$ cat config.mk
export PLATFORM = sky130hd
export DESIGN_NAME = imu_moving_average
export DESIGN_NICKNAME = d
export VERILOG_FILES = /design/src/rtl/imu_moving_average.sv
export SDC_FILE = /design/constraint.sdc
export NUM_CORES = 2
export LEC_CHECK = 0
export CORE_ASPECT_RATIO = 1.2
export CORE_MARGIN = 1
export CORE_UTILIZATION = 38
export CTS_CLUSTER_SIZE = 40
export DETAILED_ROUTE_END_ITERATION = 7
export GPL_TIMING_DRIVEN = 1
export PLACE_DENSITY = 0.58
export SLEW_MARGIN = 40
export SYNTH_ARGS = -nofsm -noshare
export SYNTH_HDL_FRONTEND = slang
export SYNTH_SLANG_ARGS = --single-unit
$ cat constraint.sdc
create_clock -name CLOCK_50 -period 25 [get_ports CLOCK_50]
set_clock_uncertainty 0.2 [all_clocks]
set_input_delay 5 -clock CLOCK_50 [delete_from_list [all_inputs] [get_ports CLOCK_50]]
set_output_delay 5 -clock CLOCK_50 [all_outputs]
set_load 0.02 [all_outputs]
$ cat src/rtl/imu_moving_average.sv
// imu_moving_average: per-axis boxcar moving average over the last 2^DEPTH_LOG2 sample sets.
// The six axes are processed serially through one shared add/subtract path.
//
// Ports:
//   CLOCK_50        system clock
//   RESET           asynchronous, active-high reset
//   DataValid       one-cycle strobe, the six raw axis inputs are valid
//   AccelX..GyroZ   raw unsigned samples, WIDTH bits each
//   AvgAccelX..Z,
//   AvgGyroX..Z     averaged outputs, held between AvgValid strobes
//   AvgValid        one-cycle strobe, all six averages updated together
//   Busy            a sample set is being processed; DataValid is dropped while high
//   Primed          window holds DEPTH real samples
//   Overrun         saturating count of dropped sample sets
//
// Configuration: define IMU_AVG_OVERRUN_EN to build the Overrun counter; otherwise Overrun is 0.
module imu_moving_average #(
  parameter int unsigned WIDTH      = 10,
  parameter int unsigned DEPTH_LOG2 = 3
) (
  input  logic             CLOCK_50,
  input  logic             RESET,
  input  logic             DataValid,
  input  logic [WIDTH-1:0] AccelX,
  input  logic [WIDTH-1:0] AccelY,
  input  logic [WIDTH-1:0] AccelZ,
  input  logic [WIDTH-1:0] GyroX,
  input  logic [WIDTH-1:0] GyroY,
  input  logic [WIDTH-1:0] GyroZ,
  output logic [WIDTH-1:0] AvgAccelX,
  output logic [WIDTH-1:0] AvgAccelY,
  output logic [WIDTH-1:0] AvgAccelZ,
  output logic [WIDTH-1:0] AvgGyroX,
  output logic [WIDTH-1:0] AvgGyroY,
  output logic [WIDTH-1:0] AvgGyroZ,
  output logic             AvgValid,
  output logic             Busy,
  output logic             Primed,
  output logic [7:0]       Overrun
);

  localparam int unsigned DEPTH = 1 << DEPTH_LOG2;
  localparam int unsigned SW    = WIDTH + DEPTH_LOG2;
  localparam int unsigned CW    = DEPTH_LOG2 + 1;

  typedef enum logic {StIdle, StCalc} state_e;

  state_e                state_q, state_d;
  logic [2:0]            ch_q;
  logic [DEPTH_LOG2-1:0] wp_q;
  logic [CW-1:0]         count_q;
  logic [WIDTH-1:0]      hold_q   [6];
  logic [SW-1:0]         sum_q    [6];
  logic [WIDTH-1:0]      hist_q   [6][DEPTH];
  logic [WIDTH-1:0]      shadow_q [5];
  logic [WIDTH-1:0]      avg_q    [6];
  logic                  avg_valid_q;

  logic                  accept;
  logic                  last_ch;
  logic [WIDTH-1:0]      old_val;
  logic [SW-1:0]         new_sum;
  logic [WIDTH-1:0]      new_avg;

  // FSM next state
  always_comb begin
    state_d = state_q;
    accept  = 1'b0;
    last_ch = (ch_q == 3'd5);
    unique case (state_q)
      StIdle: begin
        if (DataValid) begin
          accept  = 1'b1;
          state_d = StCalc;
        end
      end
      StCalc: begin
        if (last_ch) state_d = StIdle;
      end
      default: state_d = StIdle;
    endcase
  end

  // Shared add/subtract path. The history slot being replaced is part of the running sum, so
  // the subtraction never underflows.
  always_comb begin
    old_val = hist_q[ch_q][wp_q];
    new_sum = sum_q[ch_q] + SW'(hold_q[ch_q]) - SW'(old_val);
    new_avg = new_sum[SW-1:DEPTH_LOG2];
  end

  always_ff @(posedge CLOCK_50 or posedge RESET) begin
    if (RESET) begin
      state_q <= StIdle;
    end else begin
      state_q <= state_d;
    end
  end

  always_ff @(posedge CLOCK_50 or posedge RESET) begin
    if (RESET) begin
      ch_q        <= '0;
      wp_q        <= '0;
      count_q     <= '0;
      avg_valid_q <= 1'b0;
      for (int i = 0; i < 6; i++) begin
        hold_q[i] <= '0;
        sum_q[i]  <= '0;
        avg_q[i]  <= '0;
        for (int j = 0; j < int'(DEPTH); j++) hist_q[i][j] <= '0;
      end
      for (int i = 0; i < 5; i++) shadow_q[i] <= '0;
    end else begin
      avg_valid_q <= 1'b0;
      if (accept) begin
        hold_q[0] <= AccelX;
        hold_q[1] <= AccelY;
        hold_q[2] <= AccelZ;
        hold_q[3] <= GyroX;
        hold_q[4] <= GyroY;
        hold_q[5] <= GyroZ;
        ch_q      <= '0;
      end
      if (state_q == StCalc) begin
        sum_q[ch_q]        <= new_sum;
        hist_q[ch_q][wp_q] <= hold_q[ch_q];
        if (!last_ch) begin
          shadow_q[ch_q] <= new_avg;
          ch_q           <= ch_q + 3'd1;
        end else begin
          // All six outputs load on the same edge so downstream sees a coherent set.
          for (int i = 0; i < 5; i++) avg_q[i] <= shadow_q[i];
          avg_q[5]    <= new_avg;
          avg_valid_q <= 1'b1;
          wp_q        <= wp_q + 1'b1;
          ch_q        <= '0;
          if (count_q != CW'(DEPTH)) count_q <= count_q + 1'b1;
        end
      end
    end
  end

`ifdef IMU_AVG_OVERRUN_EN
  logic [7:0] overrun_q;

  always_ff @(posedge CLOCK_50 or posedge RESET) begin
    if (RESET) begin
      overrun_q <= '0;
    end else if (DataValid && (state_q == StCalc) && (overrun_q != 8'hFF)) begin
      overrun_q <= overrun_q + 8'd1;
    end
  end

  assign Overrun = overrun_q;
`else
  assign Overrun = 8'd0;
`endif

  assign AvgAccelX = avg_q[0];
  assign AvgAccelY = avg_q[1];
  assign AvgAccelZ = avg_q[2];
  assign AvgGyroX  = avg_q[3];
  assign AvgGyroY  = avg_q[4];
  assign AvgGyroZ  = avg_q[5];
  assign AvgValid  = avg_valid_q;
  assign Busy      = (state_q == StCalc);
  assign Primed    = (count_q == CW'(DEPTH));

endmodule

==> results.toml <==
[run_status]
outcome = "completed"

[worst_setup_path]
rrSetupSlack_ns = 18.43
crit_buf_inv = 1
path_delay_family = "buffers and inverters"
crit_path_max_incr_delay_ns = 0.79
crit_type = "flop to output port"
timing.rr.start = "ch_q[2]"
endpoint_kind = "output port"
r2r_end = "sum_q[60]"
cp_data_arrival_time_ns = 2.11
crit_fanout = 9
worstRegToRegCells = 15
worstPathRequired_ns = 19.80
worstSetupStartpointType = "flop"
cp_slowest_cell = "clkdlybuf4s50_1"
path_cells = "clkdlybuf4s50_1"

[sta]
drv_slew = 0
setup_viol = 0
finalCritPeriodShare_pct = 29.2
period_needed_ns = 7.31
maxSlewHeadroom_pct = 43.0
grt_setup_unrepaired = "no"
fmax_ghz = 0.137
tightest_slew_ns = 0.854
hold_viol_final = 0
setup-tns-final_ns = 0
fin_ws_ns = 17.69

[clock_network]
h-tree-depth = 3
post_cts_resized = 0
numCtsBuffers = 79
cts_hold_buf = 0
cts_sinks = 740
clk_path_buf_depth = 3
cts_tree = "done"
cts_setup_buffers = 0
clk_pin_slew_ns = 0.06
clk_latency_ns = 0.63
cts-root-buf = "clkbuf_16"

[min_path]
min_from = "shadow_q[44]"
hold_class = "flop to flop"
hold_end = "AvgAccelX[4]"
worstHoldPathCells = 2

[logic_synthesis]
synthCells = 3211
synth_adder_area_share_pct = 1.22
syn_avg_cell_area_um2 = 10.2
synth.largest_area_cell = "dfrtp_1"
synthMuxAreaShare_pct = 12.4
ys_warn_count = 0
synth_xor_area_share_pct = 0.400
synth_compound_area_share_pct = 12.3
async_flop_share_pct = 100
synth_cell_type_count = 56
synth_top_area_share_pct = 56.4
synth_edf_count = 0
yosys-top-cells-area = "dfrtp_1 (56%), nand2_1 (7.9%), o21ai_0 (5.8%), mux4_2 (5.7%), a21oi_1 (4.1%)"
synth_top_family_by_area = "simple AND/OR/NAND/NOR gates"
synth-simple-area-share_pct = 12.8
syn_area_um2 = 32800
synth-main-ff-cell = "dfrtp_1"
synth_seq_area_share_pct = 56.4
synth-seq-cells = 740

[place]
io_buffers = 125
gp_congestion = 0.823
hpwl_um = 51900
post-place-ws_ns = 16.50
dpl-instance-area_um2 = 35000

[detailed_routing]
wl_um = 84300
viasPerCell = 5.15
first_pass_iters = 7
ant_nets = 0
dr_total_vias = 22600
drt_iter0_markers = 1777
wl_per_cell_um = 19.2
drc = 0

[global_routing]
grt_max_degree = 110
grt_pass1_wl_um = 135000
grt_remaining_overflow = 0
track_usage_pct = 19.7
antenna_found_initial = 0
grt_pass1_vias = 22600

[floorplan]
core_area_um2 = 85200
die_width_um = 270
die_area_um2 = 87600
die_h_um = 324
io_pins = 134
row_count = 117
initial_utilization_pct = 38.5

[finish]
final_util_pct = 44.1
multiInputGateArea_um2 = 13100
area_growth_pct = 14.3
fillers = 8111
nets = 3291
regArea_um2 = 18500
drive_above_1_share_pct = 12.0
fin_area_um2 = 37500

[flow_run]
maxCapViolCount = 0
placed cells by master, fill, tap and decap left out, types with 8 or more instances in the layout:
master           netlist  routed
clkbuf_1             188      19
mux2_2                72      72
dfrtp_1              740     737
nand3_1               22      21
o22a_1                10      10
o21ai_0              378     378
fa_1                  10      10
buf_4                 24      51
nand2_1              690     690
clkbuf_8               0      20
a21oi_2               11      11
a22oi_1                9       9
inv_1                 28      25
xnor2_1               11       8
o22ai_1               24      24
conb_1                 1       8
o211ai_1               9       9
clkinv_2               0      16
nor2_1               330     327
a221o_1                9       9
clkdlybuf4s50_1        0     125
clkbuf_16              0      81
a21o_1                16      16
a21oi_1              271     261
ha_1                  16      16
a21oi_4                0      10
mux4_1                 8       8
mux4_2                83      83
mux2i_1              116     116
worst register-to-register path, stage by stage (launching register included):
cell and delay, ns:
dfrtp_4 0.81, buf_4 0.57, nand2b_2 0.62, buf_4 0.61, o21ai_0 0.36, a22oi_1 0.42
nand4b_1 0.28, fa_1 0.54, inv_1 0.04, ha_1 0.36, a21o_1 0.21, a21oi_1 0.21
nand2_1 0.14, a31oi_1 0.30, xor2_2 0.56, o21ai_0 0.18
metrics by stage:
step,hold WS (ns),std cells
global placement,0.252,4247
finish,0.262,4395
CTS,0.269,4393
global route,0.290,4394
floorplan,0.239,3218
detailed placement,0.254,4250
sequential cells by signal, summed over array words and instances (netlist names), 4 cells and up:
| signal | count |
|---|---|
| hold_q | 60 |
| AvgAccelY | 10 |
| AvgGyroX | 10 |
| AvgAccelX | 10 |
| hist_q | 480 |
| count_q | 4 |
| AvgGyroZ | 10 |
| shadow_q | 50 |
| AvgAccelZ | 10 |
| sum_q | 78 |
| AvgGyroY | 10 |
how the worst max path moves through the flow:
stage / end / depth (start not counted) / slack, ns / from
3_5_place_dp: hist_q[352] / 6 / 16.50 / RESET
4_1_cts: hist_q[197] / 6 / 17.14 / RESET
2_1_floorplan: AvgAccelX[0] / 1 / 9.66 / RESET
3_3_place_gp: ch_q[2] / 5 / 16.12 / RESET
5_1_grt: ch_q[2] / 6 / 17.27 / RESET
6_report: Busy / 1 / 17.69 / Busy
layer usage:
layer / global-route usage (%) / vias up / share of wire, %
li1: - / 10900 / -
met1: 27.2 / 11100 / 45
met2: 32.1 / 521 / 47
met3: 2.98 / 121 / 5.1
met4: 6.18 / 0 / 2.6
met5: 0 / - / 0
synthesized netlist by cell type (all sizes together) (2+ instances only):
cell,n
xor2,4
o22ai,24
and3,4
o211ai,9
mux4,91
nand4b,7
o21ai,379
o22a,10
mux2i,116
nand2,690
a31oi,3
a22o,2
nor2b,5
and2,3
ha,16
nor3,4
xnor2,11
dfrtp,740
nand2b,7
buf,98
a21o,16
mux2,73
a221o,9
nor2,330
inv,29
nand3,24
nand4,4
clkbuf,189
a211oi,3
a22oi,9
a21oi,282
fa,10
final cells by class:
type	count	share of cell area, %
sequential	740	49.3
timing repair buffer	190	4.98
multi-input combinational	2162	34.8
tap	1130	3.77
clock inverter	23	0.453
antenna	1	0.00666
clock buffer	120	6.32
inverter	29	0.300
cell families after synthesis:
family / Yosys count
other cells: 1
simple gates: 1082
fa+ha+maj: 26
mux: 280
flops: 740
compound gates: 751
xor+xnor: 15
buf+inv: 316
Power is not shown: default switching activity piles up to over one toggle a cycle in this logic, so the estimate is an artifact.
